`src/rtl/a_cross_arbiter_if.sv`:
```
// a_cross_arbiter_if: source request/data bus and RS232 byte handshake of the cross arbiter
interface a_cross_arbiter_if;
  logic [3:0]  req_i;
  logic [63:0] data_i;
  logic [3:0]  dv_i;
  logic [3:0]  word_ack_o;
  logic [3:0]  grant_o;
  logic [7:0]  uart_data_o;
  logic        uart_wr_o;
  logic        uart_busy_i;
  modport slave (input req_i, data_i, dv_i, uart_busy_i, output word_ack_o, grant_o, uart_data_o, uart_wr_o);
  modport master (output req_i, data_i, dv_i, uart_busy_i, input word_ack_o, grant_o, uart_data_o, uart_wr_o);
endinterface

```
`src/rtl/a_cross_arbiter.sv`:
```
// a_cross_arbiter: round-robin 4-source arbiter serialising 16-bit word bursts into RS232 bytes
// CROSS_ARB_HEADER_EN: emit a {4'hA, 2'b00, idx} header byte at the start of every grant
module a_cross_arbiter #(
  parameter int MAX_BURST    = 16,
  parameter int IDLE_TIMEOUT = 255
) (
  input logic             clk_i,
  input logic             rst_i,
  a_cross_arbiter_if.slave bus
);
  typedef enum logic [2:0] {IDLE, ARB, GNT, SEND_HI, GAP_HI, SEND_LO, GAP_LO, REL} state_t;
  state_t      r_state;
  logic [3:0]  r_grant, r_ack;
  logic [1:0]  r_idx, r_ptr;
  logic [15:0] r_word;
  logic [7:0]  r_burst, r_tmo, r_data;
  logic        r_wr, r_hdr;
  logic [1:0]  w_pick;
  logic        w_req, w_dv, w_rel;
  logic [15:0] w_data;
  always_comb begin
    w_pick = r_ptr;
    for (int k = 4; k >= 1; k--)
      if (bus.req_i[r_ptr + 2'(k)]) w_pick = r_ptr + 2'(k);
  end
  assign w_req  = bus.req_i[r_idx];
  assign w_dv   = bus.dv_i[r_idx];
  assign w_data = bus.data_i[{r_idx, 4'b0000} +: 16];
  assign w_rel  = !w_req || r_burst == 8'(MAX_BURST) || r_tmo == 8'(IDLE_TIMEOUT);
  always_ff @(posedge clk_i or posedge rst_i) begin
    if (rst_i) begin
      r_state <= IDLE;
      r_grant <= '0;
      r_ack   <= '0;
      r_idx   <= '0;
      r_ptr   <= 2'd3;
      r_word  <= '0;
      r_burst <= '0;
      r_tmo   <= '0;
      r_data  <= '0;
      r_wr    <= 1'b0;
      r_hdr   <= 1'b0;
    end else begin
      r_ack <= '0;
      r_wr  <= 1'b0;
      case (r_state)
        IDLE: if (|bus.req_i) r_state <= ARB;
        ARB: begin
          if (|bus.req_i) begin
            r_grant <= 4'b0001 << w_pick;
            r_idx   <= w_pick;
            r_burst <= '0;
            r_tmo   <= '0;
`ifdef CROSS_ARB_HEADER_EN
            r_hdr   <= 1'b1;
            r_state <= SEND_HI;
`else
            r_state <= GNT;
`endif
          end else r_state <= IDLE;
        end
        GNT: begin
          if (w_rel) begin
            r_grant <= '0;
            r_state <= REL;
          end else if (w_dv) begin
            r_word  <= w_data;
            r_ack   <= r_grant;
            r_tmo   <= '0;
            r_state <= SEND_HI;
          end else r_tmo <= r_tmo + 8'd1;
        end
        SEND_HI: if (!bus.uart_busy_i) begin
          r_data  <= r_hdr ? {4'hA, 2'b00, r_idx} : r_word[15:8];
          r_wr    <= 1'b1;
          r_state <= GAP_HI;
        end
        // transmitter raises busy a cycle after the strobe, so the gap never samples it
        GAP_HI: begin
          r_hdr   <= 1'b0;
          r_state <= r_hdr ? GNT : SEND_LO;
        end
        SEND_LO: if (!bus.uart_busy_i) begin
          r_data  <= r_word[7:0];
          r_wr    <= 1'b1;
          r_state <= GAP_LO;
        end
        GAP_LO: begin
          r_burst <= r_burst + 8'd1;
          r_state <= GNT;
        end
        REL: begin
          r_ptr   <= r_idx;
          r_state <= IDLE;
        end
        default: r_state <= IDLE;
      endcase
    end
  end
  assign bus.grant_o     = r_grant;
  assign bus.word_ack_o  = r_ack;
  assign bus.uart_data_o = r_data;
  assign bus.uart_wr_o   = r_wr;
endmodule

```
`src/flat_wrapper.sv`:
```
// flat-port wrapper written by rule: the top's interface ports become plain ports
module a_cross_arbiter_flat 
#(
  parameter int MAX_BURST    = 16,
  parameter int IDLE_TIMEOUT = 255
)
  (clk_i, rst_i, bus_req_i, bus_data_i, bus_dv_i, bus_uart_busy_i, bus_word_ack_o, bus_grant_o, bus_uart_data_o, bus_uart_wr_o);
  a_cross_arbiter_if bus_i ();
  input logic clk_i;
  input logic rst_i;
  input wire logic [$bits(bus_i.req_i)-1:0] bus_req_i;
  input wire logic [$bits(bus_i.data_i)-1:0] bus_data_i;
  input wire logic [$bits(bus_i.dv_i)-1:0] bus_dv_i;
  input wire logic [$bits(bus_i.uart_busy_i)-1:0] bus_uart_busy_i;
  output wire logic [$bits(bus_i.word_ack_o)-1:0] bus_word_ack_o;
  output wire logic [$bits(bus_i.grant_o)-1:0] bus_grant_o;
  output wire logic [$bits(bus_i.uart_data_o)-1:0] bus_uart_data_o;
  output wire logic [$bits(bus_i.uart_wr_o)-1:0] bus_uart_wr_o;
  assign bus_i.req_i = bus_req_i;
  assign bus_i.data_i = bus_data_i;
  assign bus_i.dv_i = bus_dv_i;
  assign bus_i.uart_busy_i = bus_uart_busy_i;
  assign bus_word_ack_o = bus_i.word_ack_o;
  assign bus_grant_o = bus_i.grant_o;
  assign bus_uart_data_o = bus_i.uart_data_o;
  assign bus_uart_wr_o = bus_i.uart_wr_o;
  a_cross_arbiter #(.MAX_BURST(MAX_BURST), .IDLE_TIMEOUT(IDLE_TIMEOUT)) u_core (.clk_i(clk_i), .rst_i(rst_i), .bus(bus_i));
endmodule
```
`config.mk`:
```
export PLATFORM = sky130hd
export DESIGN_NAME = a_cross_arbiter_flat
export DESIGN_NICKNAME = d
export VERILOG_FILES = /design/src/rtl/a_cross_arbiter_if.sv /design/src/rtl/a_cross_arbiter.sv /design/src/flat_wrapper.sv
export SDC_FILE = /design/constraint.sdc
export NUM_CORES = 1
export LEC_CHECK = 0
export CAP_MARGIN = 10
export CORE_MARGIN = 3
export CORE_UTILIZATION = 40
export DETAILED_ROUTE_END_ITERATION = 10
export PLACE_DENSITY_LB_ADDON = 0.25
export SYNTH_ARGS = -nofsm -noshare
export SYNTH_HDL_FRONTEND = slang
export SYNTH_SLANG_ARGS = --single-unit
```
`constraint.sdc`:
```
create_clock -name clk_i -period 2.5 [get_ports clk_i]
set_input_delay 0.25 -clock clk_i [delete_from_list [all_inputs] [get_ports clk_i]]
set_output_delay 0.25 -clock clk_i [all_outputs]
set_load 0.005 [all_outputs]
```
After elaboration in Yosys (flattened, before gate mapping)
Cells that the tools add are included.

cells by class
  muxes and demuxes = 36
  $add $sub $neg = 5
  shifts and indexed selects = 2
  $lt $le $gt $ge = 4
  equality and inequality tests = 16
  reductions and logical operators = 16
  bitwise logic cells = 1

operator list
  operator             number
  $shiftx 64x7->16     1
  $pmux 8 s2           3
  $mux 8               5
  $pmux 3 s8           1
  $mux 4               5
  $add 8x1->8 const B  2
  $mux 3               5
  $eq 3x3->1 const B   4
  $lt 2x3->1 const B   4
  $reduce_and 3->1     4
  $bmux 1 s2           5
  $eq 8x5->1 const B   1
  $eq 8x8->1 const B   1
  $mux 2               4
  $pmux 4 s2           1
  $mux 1               7
  $eq 3x2->1 const B   2
  $ne 2x1->1 const B   3
  $ne 2x2->1 const B   3
  $reduce_bool 2->1    3
  $add 2x2->2 const B  2
  $reduce_and 2->1     2
  $reduce_and 4->1     1
  $reduce_or 4->1      1
  9 further kinds      10

word-level totals
  flip-flop bits (word level) = 56
  logic and storage cells = 90

Longest topological paths before layout
  depth in word-level cells = 9
  mapped depth = 8

Least setup slack after synthesis
OpenSTA, ideal clock, no wires.

  kind = register to register
  start = reg u_core.r_burst[0]
  end = reg u_core.r_word[10]
  cell stages (with the launch flop) = 9
  buffers on the path = 2
  period minus slack after synthesis = 2233 ps
  arrival = 2108 ps
  setup time = 125 ps
  path slack = 267 ps
  cells stage by stage = dfrtp_1 > clkbuf_1 > inv_1 > ha_1 > or4b_4 > o41a_1 > and4_4 > buf_12 > mux2_4

on the way
  word-level cells in the longest chain between the ends = 5

ends and longest elaborated chain
  element                            line                   text
  from (decl)                        a_cross_arbiter.sv:16  logic [7:0] r_burst, r_tmo, r_data;
  from (signal assigned)             a_cross_arbiter.sv:89  r_burst <= r_burst + 8'd1;
  $eq 8x5->1                         a_cross_arbiter.sv:29  assign w_rel = !w_req || r_burst == 8'(MAX_BURST) || r_tmo == 8'(IDLE_TIMEOUT);
  $logic_or 1x1->1 (2 in a row)      a_cross_arbiter.sv:29
  $not 1->1 (no source line)         --
  $reduce_and 3->1 (no source line)  --
  to (signal assigned)               a_cross_arbiter.sv:67  r_word <= w_data;
  to (decl)                          a_cross_arbiter.sv:15  logic [15:0] r_word;

No other way between the ends.
A chain may end at the register's enable or synchronous reset.

Worst setup path after layout
  start = reg u_core.r_burst[0]
  end = reg u_core.r_word[8]

Same word-level chain as after synthesis.

==> out/results.tsv <==
metric	value	unit
ys_types	53	
drtIter0Drc	75	
seq_area	0.00140	mm^2
nNetsFinal	440	
slew_viol_final	0	
max_freq	458	MHz
post-dp-hpwl	6.14	mm
dieArea	0.00907	mm^2
synth-warning-count	0	
gp_congestion	0.787	
pin_count	92	
crit_arrival	2370	ps
synth_area_leaders	dfrtp_1, mux4_2, mux2_4	
synth_top_area_share	42.4	%
drive_gt1_share	17.9	%
cts_num_sinks	56	
cts_max_level	2	
crit_path_end_kind	flop	
timing.rr.start	u_core.r_burst[0]$_DFFE_PP0P_	
power.density	924	mW/mm^2
cts_hold_buf	0	
clk_transition_reported_paths	110	ps
std_cell_rows	31	
yosys.area.top_type	dfrtp_1	
clk-insertion-delay-late	310	ps
ys_seq_area_share	44.1	%
required	2690	ps
finalSetupTns	0	ps
vdd_drop_max	0.000561	V
finalClockSkew	11.6	ps
wl_per_cell	16.8	um
finalInstanceArea	0.00431	mm^2
rsz0062_at_grt	false	
status	finished clean	
fp.dieW	95.3	um
hp-class	primary input to async pin	
antenna_cells	0	
grt_max_degree	27	
grt_usage	17.6	%
start_util	42.6	%
place_area	0.00421	mm^2
cts_root_buf	clkbuf_8	
grt.overflow.total	0	
grt_pass1_vias	2520	
numCtsBuffers	5	
antenna_found_initial	0	
reg2reg_depth	6	
setup-violations-final	0	
finalHoldViolCount	0	
drtPass1Iterations	4	
synth_edf_count	0	
reg2reg_slack	320	ps
syn2layout_area_growth	35.3	%
synth_cells	270	
avgViaCountPerCell	5.42	
clock_path_buffers	2	
syn_area_per_cell	11.8	um^2
grt_pass1_wl	12.6	mm
worst-setup-path-type	flop to flop	
postRouteWirelength	7.74	mm
reg2reg_to	u_core.r_word[8]$_DFFE_PP0P_	
period_share	87.3	%
postRouteAntennaNets	0	
drv_cap	0	
vias	2502	
dieHeight	95.3	um
netlist_area	0.00319	mm^2
p_leak	0.00189	uW
syn-num-nets	348	
cts_tree	yes	
drc_errors	0	
relSlewSlack	61.3	%
nFillCells	611	
io_buffers	91	
synthArstFlopShare	100	%
cp-startpoint	u_core.r_burst[0]$_DFFE_PP0P_	
synth_flop_cell	dfrtp_1	
multiInputGateArea	0.00167	mm^2
worstMarginPinSlew	579	ps
coreArea	0.00749	mm^2
critPathLaunchType	flop	
ys_ff_latch	56	
worst-path-max-fanout	20	
cts_setup_buffers	0	
fin_crit	2180	ps
-- flip-flops by register name, summed over array words and instances, names as in the netlist --
| register | count |
|---|---|
| u_core.bus.grant_o | 4 |
| u_core.bus.uart_data_o | 8 |
| u_core.bus.uart_wr_o | 1 |
| u_core.bus.word_ack_o | 4 |
| u_core.r_burst | 8 |
| u_core.r_idx | 2 |
| u_core.r_ptr | 2 |
| u_core.r_state | 3 |
| u_core.r_tmo | 8 |
| u_core.r_word | 16 |
-- final cells by class --
type	instances	area share, %
clock buffers	5	1.60
clock inverters	3	0.522
inverters	7	0.609
multi-input cells	189	38.6
flip-flops and latches	56	32.6
well taps	99	2.87
repair buffers	103	23.2
-- cell usage after synthesis (3+ instances only) --
cell      count
a211o_1       6
a21oi_1       6
a31oi_1       3
and2_1        4
and3_1        5
buf_1         3
buf_2         3
clkbuf_1      9
dfrtp_1      54
ha_1          3
inv_1         7
mux2_4       16
mux2i_1      11
mux4_2       18
nand2_1      25
nand2b_1      4
nand3_1       4
nand4_1       5
nor2_1       10
nor3b_1       4
nor4_1        5
o21ai_0      22
o32ai_1       3
-- metal layers --
layer,share of wire (%),GRT usage [%]
met5,0,0
met4,0.35,2.88
met3,3.5,2.60
met2,49,27.8
met1,47,26.2
-- kinds of logic (layout without fill, tap and decap cells) --
kind of cell	count (synthesis)	count (layout)	synth area share, %
flip-flops	56	56	44.1
buffers and inverters	25	118	3.93
AO/OA/AOI/OAI	54	54	11.4
adder cells (fa/ha/maj)	3	3	1.18
XOR/XNOR	1	1	0.275
multiplexers	47	47	24.4
AND/OR/NAND/NOR	84	84	14.8
-- worst max path at each step --
stage                                    end  slack (ps)  cells past startpoint
3_3_place_gp    u_core.r_word[9]$_DFFE_PP0P_         210                      5
6_report        u_core.r_word[8]$_DFFE_PP0P_         320                      6
4_1_cts          u_core.r_tmo[4]$_DFFE_PP0P_         140                      7
5_1_grt          u_core.r_tmo[4]$_DFFE_PP0P_         220                      7
3_5_place_dp     u_core.r_tmo[4]$_DFFE_PP0P_         160                      7
2_1_floorplan  u_core.r_word[10]$_DFFE_PP0P_         270                      8
-- stage by stage --
| stage | instances | setup slack (ps) | utilization (%) | power (uW) | hold slack (ps) |
|---|---|---|---|---|---|
| floorplan | 270 | 267 | - | 2840 | 447 |
| global placement | 454 | 214 | 56.3 | 3450 | 463 |
| detailed placement | 454 | 163 | 56.3 | 3490 | 472 |
| CTS | 462 | 140 | 57.5 | 4000 | 308 |
| global route | 462 | 218 | 57.6 | 4280 | 333 |
| finish | 462 | 318 | 57.6 | 3980 | 298 |
-- power by group --
part	switching [uW]	total, uW	internal, uW
clock	304	506	202
combinational	864	2000	1130
sequential	248	1480	1230
-- cell usage in the layout (no fill, tap or decap), drive strengths merged, types with 4 or more instances in the layout --
cell           count
a211o              6
a21oi              6
and2               4
and3               6
and4               4
buf               12
clkbuf             5
clkdlybuf4s50     91
dfrtp             54
inv                8
mux2              18
mux2i             11
mux4              18
nand2             25
nand2b             4
nand3              4
nand4              5
nor2              10
nor3b              4
nor4               5
o21ai             22
-- repair_timing --
action                     CTS  global route
setup endpoints to repair    0             1
hold endpoints to repair     0             0
gates resized for setup      0             1
-- worst max-delay path, stage by stage, from the launching register on --
cell     delay [ps]
dfrtp_1         400
inv_1            60
ha_1            130
or4b_4          460
o41a_1          370
and4_4          310
mux2_4          330
Power figures use the tool's default switching activity.
